File: src/rtl/param_counter.sv
// Parameterised up/down counter with prescaler, wrap/saturate boundary policy,
// sticky overflow flag and a single-cycle wrap pulse.
module param_counter #(
    parameter int unsigned WIDTH    = 4,
    parameter int unsigned MAX_VAL  = (2 ** WIDTH) - 1,
    parameter int unsigned SAT_MODE = 0,
    parameter int unsigned PRESCALE = 1
) (
    input  logic             clk,
    input  logic             reset,
    input  logic             en,
    input  logic             up_dn,
    input  logic             clear,
    input  logic             load,
    input  logic [WIDTH-1:0] load_val,
    output logic [WIDTH-1:0] count,
    output logic             tc,
    output logic             wrap,
    output logic             ovf
);

    localparam int unsigned      PW      = (PRESCALE > 1) ? $clog2(PRESCALE) : 1;
    localparam logic [WIDTH-1:0] MAX_C   = WIDTH'(MAX_VAL);
    localparam logic [PW-1:0]    PS_LAST = PW'(PRESCALE - 1);

    logic [PW-1:0] phase;
    logic          step;
    logic          at_bound;

    // Step qualifier and boundary detect; tc is the boundary for the current direction.
    always_comb begin
        step     = en && (phase == PS_LAST);
        at_bound = up_dn ? (count == MAX_C) : (count == '0);
        tc       = at_bound;
    end

    always_ff @(posedge clk or posedge reset) begin
        if (reset) begin
            count <= '0;
            phase <= '0;
            wrap  <= 1'b0;
            ovf   <= 1'b0;
        end else if (clear) begin
            count <= '0;
            phase <= '0;
            wrap  <= 1'b0;
            ovf   <= 1'b0;
        end else if (load) begin
            count <= (load_val > MAX_C) ? MAX_C : load_val;
            phase <= '0;
            wrap  <= 1'b0;
        end else if (en) begin
            wrap <= 1'b0;
            if (!step) begin
                phase <= phase + PW'(1);
            end else begin
                phase <= '0;
                // Boundary step flags in both policies; only wrap mode moves the count.
                if (at_bound) begin
                    wrap <= 1'b1;
                    ovf  <= 1'b1;
                    if (SAT_MODE == 0) begin
                        count <= up_dn ? '0 : MAX_C;
                    end
                end else begin
                    count <= up_dn ? (count + WIDTH'(1)) : (count - WIDTH'(1));
                end
            end
        end else begin
            wrap <= 1'b0;
        end
    end

endmodule

File: config.mk
export PLATFORM = sky130hd
export DESIGN_NAME = param_counter
export DESIGN_NICKNAME = d
export VERILOG_FILES = /design/src/rtl/param_counter.sv
export SDC_FILE = /design/constraint.sdc
export NUM_CORES = 1
export LEC_CHECK = 0
export CAP_MARGIN = 20
export CORE_AREA = 2 2 39 41
export DETAILED_ROUTE_END_ITERATION = 16
export DIE_AREA = 0 0 41 43
export GPL_ROUTABILITY_DRIVEN = 0
export HOLD_SLACK_MARGIN = 0.06
export PLACE_DENSITY = 0.67
export RECOVER_POWER = 50
export SYNTH_ARGS = -nofsm -noshare
export SYNTH_HDL_FRONTEND = slang
export SYNTH_SLANG_ARGS = --single-unit
export TNS_END_PERCENT = 20
File: constraint.sdc
create_clock -name clk -period 4.23 [get_ports clk]
set_input_delay 0.423 -clock clk [delete_from_list [all_inputs] [get_ports clk]]
set_output_delay 0.423 -clock clk [all_outputs]
set_load 0.02 [all_outputs]
==> results of run 1 <==
-- per-layer routing --
metal	GRT usage [%]	share of wire, %	up-vias
li1	-	-	223
met1	22.9	51	205
met2	20.9	43	12
met3	2.09	4.8	2
met4	8.00	0.56	0
met5	0	0	-
-- synth_stat cells, types with 2 or more instances --
library cell / count
sky130_fd_sc_hd__a21oi_1: 4
sky130_fd_sc_hd__a221oi_2: 2
sky130_fd_sc_hd__buf_6: 3
sky130_fd_sc_hd__dfrtp_1: 7
sky130_fd_sc_hd__ha_1: 2
sky130_fd_sc_hd__inv_1: 8
sky130_fd_sc_hd__nand2_1: 2
sky130_fd_sc_hd__nand3b_1: 2
sky130_fd_sc_hd__nor2_1: 3
sky130_fd_sc_hd__o21ai_0: 3
sky130_fd_sc_hd__xnor2_1: 3
-- worst max-delay path by stage --
| stage | cells after the start | start | endpoint | slack [ps] |
|---|---|---|---|---|
| after floorplan | 2 | count[2] | tc | 2270 |
| after global placement | 4 | up_dn | tc | 1630 |
| after detailed placement | 4 | up_dn | tc | 1600 |
| after CTS | 4 | up_dn | tc | 1590 |
| after global routing | 4 | up_dn | tc | 1510 |
| final | 4 | up_dn | tc | 1600 |
-- sequential cells by signal (all words and copies together) (netlist names) --
register / flops
ovf: 1
count: 4
phase: 1
wrap: 1
-- worst reg2reg max path, stage by stage (launching register included) --
cell and delay (ps):
sky130_fd_sc_hd__dfrtp_1 450, sky130_fd_sc_hd__ha_1 300, sky130_fd_sc_hd__a21o_2 200, sky130_fd_sc_hd__a21oi_1 180, sky130_fd_sc_hd__xnor2_1 120, sky130_fd_sc_hd__a221oi_2 260
-- through the flow --
| step | area, um2 | power, mW | setup slack (ps) |
|---|---|---|---|
| 2_1_floorplan | 515 | 0.117 | 2270 |
| 3_3_place_gp | 662 | 0.139 | 1630 |
| 3_5_place_dp | 662 | 0.140 | 1600 |
| 4_1_cts | 688 | 0.202 | 1590 |
| 5_1_grt | 688 | 0.212 | 1510 |
| 6_report | 688 | 0.198 | 1600 |
-- power by group --
| part | switching, mW | internal (mW) | leakage (nW) |
|---|---|---|---|
| clock | 0.0233 | 0.0359 | 0.0150 |
| sequential | 0.00646 | 0.0710 | 0.0937 |
| combinational | 0.0296 | 0.0314 | 0.197 |
-- cell type report --
type | count | area [um2]
Tap cell | 16 | 20.0
Fill cell | 147 | 696
Timing Repair Buffer | 16 | 160
Inverter | 8 | 30.0
Multi-Input combinational cell | 36 | 277
Sequential cell | 7 | 175
Clock buffer | 4 | 26.3
-- cell families (layout without fill, tap and decap cells) --
family,count (synthesis),in the layout,synth area share [%]
flops,7,7,34.0
mux,1,1,1.94
buf+inv,11,28,12.4
fa+ha+maj,3,3,8.74
compound gates,14,14,19.7
xor+xnor,4,4,6.80
simple gates,14,14,16.5
==> run summary, run 1 <==
TritonCTS built the clock tree. Synthesis produced a netlist with a net count of 67. The worst setup path is captured at an output port. The final clock skew came out at 1.10 ps. The distinct cell type count after synthesis came out at 26. The most numerous cell type found on the critical path is sky130_fd_sc_hd__clkdlybuf4s50_1. Hold repair after CTS inserted 0 buffers.

The summed negative setup slack over all endpoints came out at 0 ps. The final design utilization is 49.7%. The maximum level of the CTS H-tree is 1. The most instantiated flip-flop cell in the synthesis netlist is sky130_fd_sc_hd__dfrtp_1. The number of vias in the routed layout came out at 442.

The static leakage power is 0.306 nW. The count of placed standard cells in the final layout, fillers left out came out at 87. The region available for standard cell placement spans 1380 um2. The number of gates resized after CTS was 0. The top-area cell type share of the netlist area came out at 34.0%. The mean cell area of the mapped netlist is 9.55 um2.

The library cells used most frequently in the layout, excluding fill and tap cells, are 13 x sky130_fd_sc_hd__clkdlybuf4s50_1, 8 x sky130_fd_sc_hd__inv_1, 7 x sky130_fd_sc_hd__dfrtp_1, 4 x sky130_fd_sc_hd__a21oi_1. The critical-path cell with the highest stage delay is sky130_fd_sc_hd__clkdlybuf4s50_1. The number of antenna violations at the first check in global routing came out at 0. Setup repair after global routing left no endpoint under its margin. The number of cells traversed by the worst hold path came out at 2. The largest total area in the synthesized netlist belongs to sky130_fd_sc_hd__dfrtp_1. By area the synthesized netlist is led by sky130_fd_sc_hd__dfrtp_1 34%, sky130_fd_sc_hd__buf_6 6.6%, sky130_fd_sc_hd__a221oi_2 5.8%. The number of clock buffers inserted by TritonCTS came out at 3. The slew of the pin with the lowest slew margin came out at 379 ps. Counting I/O delays and the setup requirement, the final critical path takes 2630 ps. The horizontal extent of the die is 41 um. The max-slew headroom at the worst pin is 74.6%. In this run the worst hold path is classified as reg -> reg.

For this design the top-level I/O count stands at 17. The initial core utilization came out at 37.3%. Timing would allow up to 380 MHz. The critical-path maximum fanout came out at 6. The number of buffers and inverters on the critical path is 2.

The worst reg2reg path endpoint is count[3]. The cell family with the largest share of critical-path delay is buffers and inverters. The total count of max-transition violations in the final report was 0. The total routed wirelength came out at 1070 um.

The clock latency at the later pin of the worst-skew pair came out at 240 ps. The largest incremental delay on the critical path is 620 ps. The sequential fraction of the synthesis area is 34.0%. The worst setup path is of the in -> out kind. In this run the register-to-register setup slack is 2640 ps.

The flow ran to the end, and the final reports show no timing, DRC or antenna violations. STA classifies the critical path startpoint as a primary input. Leaving out fill and tap cells, the most frequent cell in the layout is sky130_fd_sc_hd__clkdlybuf4s50_1. The number of search-and-repair iterations in the first detailed-routing pass is 3. Entering global routing, the biggest net connects 11 pins. At the end of the flow, the number of nets in the layout was 85. The violation count after the first detailed-route iteration came out at 1.

The post-CTS setup repair buffer count came out at 0. The per-cell routed wire length came out at 12.3 um. The clock transition time at the flip-flop clock pins of the worst setup and hold paths is 50 ps. The worst slack on hold paths came out at 520 ps. The total overflow left after global routing is 0.

After synthesis, the share of flip-flops with an asynchronous set or reset is 100%. Max-cap violations in this run came to 0. The number of cells on the worst reg-to-reg path is 5.

The cell chosen for the clock root is sky130_fd_sc_hd__clkbuf_4. The overall global routing resource usage is 15.4%. Relative to the synthesized area, the layout overhead comes to 33.5%.

The final antenna diode count is 0. The number of remaining DRC errors is 0. The worst-case IR drop observed on VDD is 0.161 mV.

The ratio of cells with drive above 1 in the final layout is 12.7%. The maximum root-to-sink buffer count came out at 2. Detailed placement ended at an HPWL of 815 um.

The number of warnings issued by yosys is 0. The number of enable-type register cells in the synthesized netlist came out at 0. The wire length of the first global-routing pass is 1840 um.

The die footprint came out at 1760 um2. The startpoint identified for the worst hold timing path is ovf. The final critical-path share of the clock period came out at 62.2%. The signal on the critical path passes through clkdlybuf4s50_1 > or4_4 > o21ai_0 > clkdlybuf4s50_1. The total placed cells including tap cells came out at 83. At the worst endpoint, the required time is 3810 ps. The cell count after synthesis came out at 54. Row generation in the floorplan step produced 14 rows. The count of nets left with antenna violations once routing finished came out at 0. The final-report setup violation count is 0.

In this run the tool buffered the top-level ports with 16 buffer cells. The die is 43 um tall. The end point of the most critical hold path is ovf. The post-synthesis instance area came out at 515 um2. The startpoint identified for the worst register-to-register timing path is count[1]. The total number of clock tree sinks came out at 7. Data on the critical path arrives at its endpoint at 2210 ps. The average vias per placed instance is 5.08. The power density of the placed cells is 287 nW/um2. The number of synthesized register bits is 7. The number of global-route vias before repair is 433. The hold violation count in the final report is 0.
Note: power is estimated with default switching activity, not from simulation.
==> run 2: changes to the inputs <==
--- a/config.mk
+++ b/config.mk
@@ -6,12 +6,12 @@
 export NUM_CORES = 1
 export LEC_CHECK = 0
 export CAP_MARGIN = 20
-export CORE_AREA = 2 2 39 41
+export CORE_MARGIN = 2
+export CORE_UTILIZATION = 39
 export DETAILED_ROUTE_END_ITERATION = 16
-export DIE_AREA = 0 0 41 43
 export GPL_ROUTABILITY_DRIVEN = 0
 export HOLD_SLACK_MARGIN = 0.06
-export PLACE_DENSITY = 0.67
+export PLACE_DENSITY = 0.7
 export RECOVER_POWER = 50
 export SYNTH_ARGS = -nofsm -noshare
 export SYNTH_HDL_FRONTEND = slang
==> constraint.sdc (replaced) <==
create_clock -name clk -period 2.2 [get_ports clk]
set_input_delay 0.22 -clock clk [delete_from_list [all_inputs] [get_ports clk]]
set_output_delay 0.22 -clock clk [all_outputs]
set_load 0.02 [all_outputs]
==> run summary, run 2 (synthesis results as in run 1) <==
The run finished with clean final reports. The total routed wirelength is 1070 um (about the same). The ratio of cells with drive above 1 in the final layout is 17.3% (+4.7 points). The count of placed standard cells in the final layout, fillers left out is 90 (+3.4%). The final clock skew is 0.458 ps (-0.646 ps). The highest attainable clock frequency came out at 528 MHz. The startpoint identified for the worst register-to-register timing path is count[1]. The average vias per placed instance was 5.03 (-0.93%). The total number of clock tree sinks is 7 (unchanged). The maximum root-to-sink buffer count is 2 (unchanged). The end point of the critical path is tc. The flip-flop count of the largest register, all copies and words added is 4 (unchanged).

The wire length of the first global-routing pass came out at 1840 um (unchanged). The overall die height is 40.4 um (-6.2%). The post-CTS setup repair buffer count was 0 (unchanged). STA classifies the critical path startpoint as a flop.

The number of search-and-repair iterations in the first detailed-routing pass is 4 (+1). Setup repair after global routing left no endpoint under its margin. The critical-path maximum fanout came to 3 (-3). The HPWL after detailed placement is 822 um (+0.82%). The horizontal extent of the die came to 40.4 um (-1.6%). The number of input and output port buffers inserted came to 16 (unchanged). The floorplan row count is 13 (-1). The violation count after the first detailed-route iteration is 3 (+2). The max capacitance violation total was 0 (unchanged).

The register with the most flip-flops in the final layout is count. The final antenna diode count is 0 (unchanged). The number of remaining DRC errors is 0 (unchanged). The clock transition time at the flip-flop clock pins of the worst setup and hold paths is 50 ps (about the same).

The static leakage power was 0.330 nW (+7.8%). The die footprint came out at 1630 um2 (-7.6%). The per-cell routed wire length came to 11.9 um (-3.2%). The CTS tree is built.

The min-delay analysis places its worst path in the category in -> async. The critical path is of the reg -> out type. The number of global-route vias before repair came out at 432 (-0.23%). The number of buffers inserted by hold repair at cts came to 0 (unchanged). The total power draw is 392 uW (+99%). The number of nets with antenna violations after detailed routing was 0 (unchanged).

The worst setup path is captured at an output port. The maximum vdd ir drop is 0.244 mV (+52%). The number of clock buffers inserted by TritonCTS is 3 (unchanged).

The area added between synthesis and finish is 38.8%. The power density of the placed cells is 548 nW/um2 (+91%). The final-report setup violation count came out at 0 (unchanged).

The post-layout net count came to 89 (+4.7%). The slew of the pin with the lowest slew margin came out at 387 ps (+7.84 ps). In this run the critical register-to-register path is captured at count[3].

The worst endpoint data arrival time is 1670 ps (-540 ps). The clock latency at the later pin of the worst-skew pair came out at 250 ps (about the same). The number of cells on the worst reg-to-reg path is 6 (+1). The hold violation count in the final report was 0 (unchanged). The placeable core region came out at 1270 um2 (-8.3%). The global-route congestion overflow total is 0 (unchanged).

The clock period minus worst slack is 1890 ps. The cell chosen for the clock root is sky130_fd_sc_hd__clkbuf_4. The final critical-path share of the clock period is 86.1%.

The pin count of the biggest net entering global routing came out at 11 (unchanged). The worst-case register-to-register setup slack is 550 ps (-2090 ps). The number of antenna violations at the first check in global routing is 0 (unchanged). The beginning of the critical path is count[2]. The total count of max-transition violations in the final report came to 0 (unchanged). The overall global routing resource usage is 17.4% (+2.1 points).

The data required time at the worst endpoint is 1980 ps (-1830 ps). The number of top-level pins came out at 17 (unchanged). The summed negative setup slack over all endpoints came out at 0 ps (unchanged). The initial core utilization is 40.6% (+3.4 points).

The maximum level of the CTS H-tree was 1 (unchanged). The number of instances resized during post-cts repair came out at 1 (+1). In the layout the commonest cells are 12 x sky130_fd_sc_hd__clkdlybuf4s50_1, 8 x sky130_fd_sc_hd__inv_1, 7 x sky130_fd_sc_hd__dfrtp_1, 4 x sky130_fd_sc_hd__a21oi_1, 4 x sky130_fd_sc_hd__buf_4. The max-slew headroom at the worst pin is 74.1% (-0.52 points).

Leaving out fill and tap cells, the most frequent cell in the layout is sky130_fd_sc_hd__clkdlybuf4s50_1. The number of vias in the routed layout is 453 (+2.5%). The total placed cells including tap cells came to 86 (+3.6%).
[run 2: area by class of cell]
class / instances / area, um2
timing repair buffer: 20 / 189
inverter: 8 / 30.0
sequential: 7 / 175
tap: 15 / 18.8
clock buffer: 4 / 26.3
fill: 117 / 553
multi-input combinational: 36 / 277
[run 2: power breakdown]
part | internal, mW | switching [mW] | total, mW
Clock | 0.0694 | 0.0500 | 0.119
Sequential | 0.136 | 0.00706 | 0.143
Combinational | 0.0663 | 0.0633 | 0.130
[run 2: critical path: stages (launching register included)]
cell and delay (ps):
sky130_fd_sc_hd__dfrtp_1 370, sky130_fd_sc_hd__or4_4 550, sky130_fd_sc_hd__o21ai_0 150, sky130_fd_sc_hd__dlygate4sd2_1 350
[run 2: worst min-delay path by stage]
stage	start	endpoint	slack, ps	cells past startpoint
final	reset	ovf	340	2
after global placement	reset	wrap	470	2
after CTS	reset	count[1]	200	2
after detailed placement	reset	count[1]	470	2
after floorplan	reset	count[0]	20	1
after global routing	reset	wrap	340	2
[run 2: metal layers]
metal	wire, um	part of all wire [%]	GRT usage, %	vias to the layer above
met5	0	0	0	-
met4	21	2.0	10.0	0
met3	59	5.5	5.00	5
met2	472	44	27.0	17
met1	513	48	21.4	204
li1	-	-	-	227
[run 2: per-stage QoR]
stage          cell area, um2  utilization [%]  setup WS (ps)  hold slack [ps]
3_3_place_gp              691             54.4            137              468
2_1_floorplan             515                -            443             23.4
4_1_cts                   716             56.4            286              197
6_report                  716             56.4            306              337
5_1_grt                   716             56.4            204              339
3_5_place_dp              691             54.4            110              472
==> run 3: changes to the inputs <==
--- a/config.mk
+++ b/config.mk
@@ -6,12 +6,12 @@
 export NUM_CORES = 1
 export LEC_CHECK = 0
 export CAP_MARGIN = 20
-export CORE_MARGIN = 2
-export CORE_UTILIZATION = 39
+export CORE_AREA = 2 2 39 41
 export DETAILED_ROUTE_END_ITERATION = 16
+export DIE_AREA = 0 0 41 43
 export GPL_ROUTABILITY_DRIVEN = 0
 export HOLD_SLACK_MARGIN = 0.06
-export PLACE_DENSITY = 0.7
+export PLACE_DENSITY_LB_ADDON = 0.12
 export RECOVER_POWER = 50
 export SYNTH_ARGS = -nofsm -noshare
 export SYNTH_HDL_FRONTEND = slang
==> constraint.sdc (replaced) <==
create_clock -name clk -period 2.11 [get_ports clk]
set_input_delay 0.211 -clock clk [delete_from_list [all_inputs] [get_ports clk]]
set_output_delay 0.211 -clock clk [all_outputs]
set_load 0.02 [all_outputs]
==> run summary, run 3 (synthesis results as in run 1) <==
The run finished with clean final reports. The final antenna diode count is 0 (unchanged). STA classifies the critical path endpoint as an output port. The max-slew headroom at the worst pin was 73.1% (-1.0 points). The final critical-path share of the clock period is 87.8%.

The placeable core region came out at 1380 um2 (+9.1%). The number of input and output port buffers inserted came out at 16 (unchanged). The maximum level of the CTS H-tree is 1 (unchanged). The final-report setup violation count is 0 (unchanged). count holds more flip-flops than any other register. The number of antenna violations at the first check in global routing is 0 (unchanged). Setup repair after global routing left no endpoint under its margin. The startpoint class of the critical path is a flop. The final design utilization is 53.4% (-3.0 points).

The floorplan row count came out at 14 (+1). The largest individual stage delay along the critical path comes from the cell sky130_fd_sc_hd__or4_4. The number of search-and-repair iterations in the first detailed-routing pass is 4 (unchanged). The slew of the pin with the lowest slew margin is 402 ps (+15.0 ps). The worst endpoint data arrival time is 1640 ps (-30 ps). The number of global-route vias before repair was 480 (+11%). The number of fill cells in the layout came out at 135 (+15%). The kind of cell with the highest combined delay along the critical path is simple AND/OR/NAND/NOR gates. The clock transition time at the flip-flop clock pins of the worst setup and hold paths was 50 ps (about the same). The static leakage power was 0.344 nW (+4.2%). The horizontal extent of the die is 41 um (+1.6%). The total number of clock tree sinks came out at 7 (unchanged). The data required time at the worst endpoint is 1900 ps (-80 ps).

The wire length of the first global-routing pass came to 1930 um (+4.9%). The clock network power share came to 28.4% (-2.0 points). The total power draw came to 405 uW (+3.2%). The summed negative setup slack over all endpoints came out at 0 ps (unchanged). The CTS tree is built. The total placed cells including tap cells is 90 (+4.7%). The initial core utilization was 37.3% (-3.4 points). The total internal power came out at 288 uW (+5.7%). The violation count after the first detailed-route iteration came out at 4 (+1).

The die footprint was 1760 um2 (+8.3%). After layout, the minimum clock period comes to 1850 ps. The net switching component of the power is 117 uW (-2.5%). The highest attainable clock frequency is 540 MHz.

The overall global routing resource usage came out at 16.1% (-1.3 points). The max capacitance violation total came to 0 (unchanged). The combinational share of power came out at 35.3% (+2.3 points). The number of buffers and inverters on the critical path is 1 (unchanged).

The number of instances resized during post-cts repair came out at 1 (unchanged). The number of top-level pins was 17 (unchanged). The maximum root-to-sink buffer count came out at 2 (unchanged). The number of buffers inserted by hold repair at cts came out at 0 (unchanged). The critical path goes through or4_4 > o21ai_0 > dlygate4sd2_1. The number of remaining DRC errors came out at 0 (unchanged). The post-CTS setup repair buffer count is 0 (unchanged). The most common library cell in the layout ignoring fill and taps is sky130_fd_sc_hd__clkdlybuf4s50_1. The maximum vdd ir drop came to 0.380 mV (+55%). The total routed wirelength was 1080 um (+0.75%). The worst slack on hold paths is 323 ps (-14.0 ps). The average vias per placed instance is 4.86 (-3.4%). The proportion of power drawn by flip-flops and latches came out at 36.2% (-0.3 points).

The final clock skew is 0.774 ps (+0.317 ps). The area added between synthesis and finish came out at 43.4%. The clock latency at the later pin of the worst-skew pair came to 240 ps (about the same).

The pin count of the biggest net entering global routing is 11 (unchanged). The HPWL after detailed placement is 867 um (+5.4%). The count of placed standard cells in the final layout, fillers left out came out at 94 (+4.4%).

The power density of the placed cells was 548 nW/um2 (-0.11%). The number of clock buffers inserted by TritonCTS is 3 (unchanged). In the layout the commonest cells are 12 x sky130_fd_sc_hd__clkdlybuf4s50_1, 8 x sky130_fd_sc_hd__inv_1, 7 x sky130_fd_sc_hd__dfrtp_1, 7 x sky130_fd_sc_hd__buf_4, 4 x sky130_fd_sc_hd__a21oi_1.

The per-cell routed wire length is 11.4 um (-3.5%). The number of vias in the routed layout is 457 (+0.88%). The switching power share of the total came to 29.0% (-1.7 points). The critical path is of the reg -> out type. The path class of the tightest hold or removal check is in -> async. The critical-path maximum fanout is 2 (-1). The number of nets with antenna violations after detailed routing is 0 (unchanged). The post-layout net count is 92 (+3.4%). The cell sitting at the root of the clock tree is a sky130_fd_sc_hd__clkbuf_4. The largest incremental delay on the critical path came out at 530 ps (-20 ps). The ratio of cells with drive above 1 in the final layout came to 20.5% (+3.2 points).

The hold violation count in the final report is 0 (unchanged). The total count of max-transition violations in the final report came out at 0 (unchanged). The overall die height is 43 um (+6.6%). The flip-flop count of the largest register, all copies and words added came out at 4 (unchanged).

The global-route congestion overflow total is 0 (unchanged).
==> run 3: changes by cell type in the layout (fill, tap and decap cells not counted) <==
cell,change
sky130_fd_sc_hd__buf_4,+3
==> run 3: worst paths after layout <==
kind,from,endpoint,slack (ps),cells past startpoint
setup / recovery,count[2],tc,260,3
hold / removal,reset,count[0],320,2
setup reg to reg,count[1],count[3],480,6
hold reg to reg,ovf,ovf,510,2
max in group asynchronous,reset,ovf,1590,2
min in group clk,ovf,ovf,510,2
==> run 3: power by group through the flow <==
stage	Combinational [mW]	Clock, mW	Sequential [mW]
after floorplan	0.0709	0	0.164
after global placement	0.147	0	0.149
after detailed placement	0.147	0	0.149
after CTS	0.146	0.123	0.147
after global routing	0.160	0.130	0.147
final	0.143	0.115	0.147
==> run 3: layout make-up <==
class / count / area [um2] / share of cell area [%]
multi-input combinational: 36 / 277 / 37.4
sequential: 7 / 175 / 23.7
clock buffer: 4 / 26.3 / 3.55
inverter: 8 / 30.0 / 4.06
timing repair buffer: 23 / 211 / 28.6
tap: 16 / 20.0 / 2.71
==> run 3: worst register-to-register path, delay by kind of cell (launching register included) <==
kind | cells | cell delay (ps)
AO/OA/AOI/OAI | 3 | 630
flip-flops | 1 | 380
adder cells (fa/ha/maj) | 1 | 260
buffers and inverters | 1 | 160
XOR/XNOR | 1 | 100
==> run 3: per-layer routing <==
layer / GRT usage, % / vias up / wire [um]
met2: 24.7 / 8 / 550
met3: 3.14 / 2 / 33
met4: 10.0 / 0 / 12
met1: 19.7 / 213 / 478
met5: 0 / - / 0
li1: - / 234 / -
==> run 3: per-stage QoR <==
step / setup slack, ps / cell area, um2
after floorplan: 362 / 515
after global placement: 63.2 / 714
after detailed placement: 61.8 / 714
after CTS: 233 / 739
after global routing: 157 / 739
final: 257 / 739
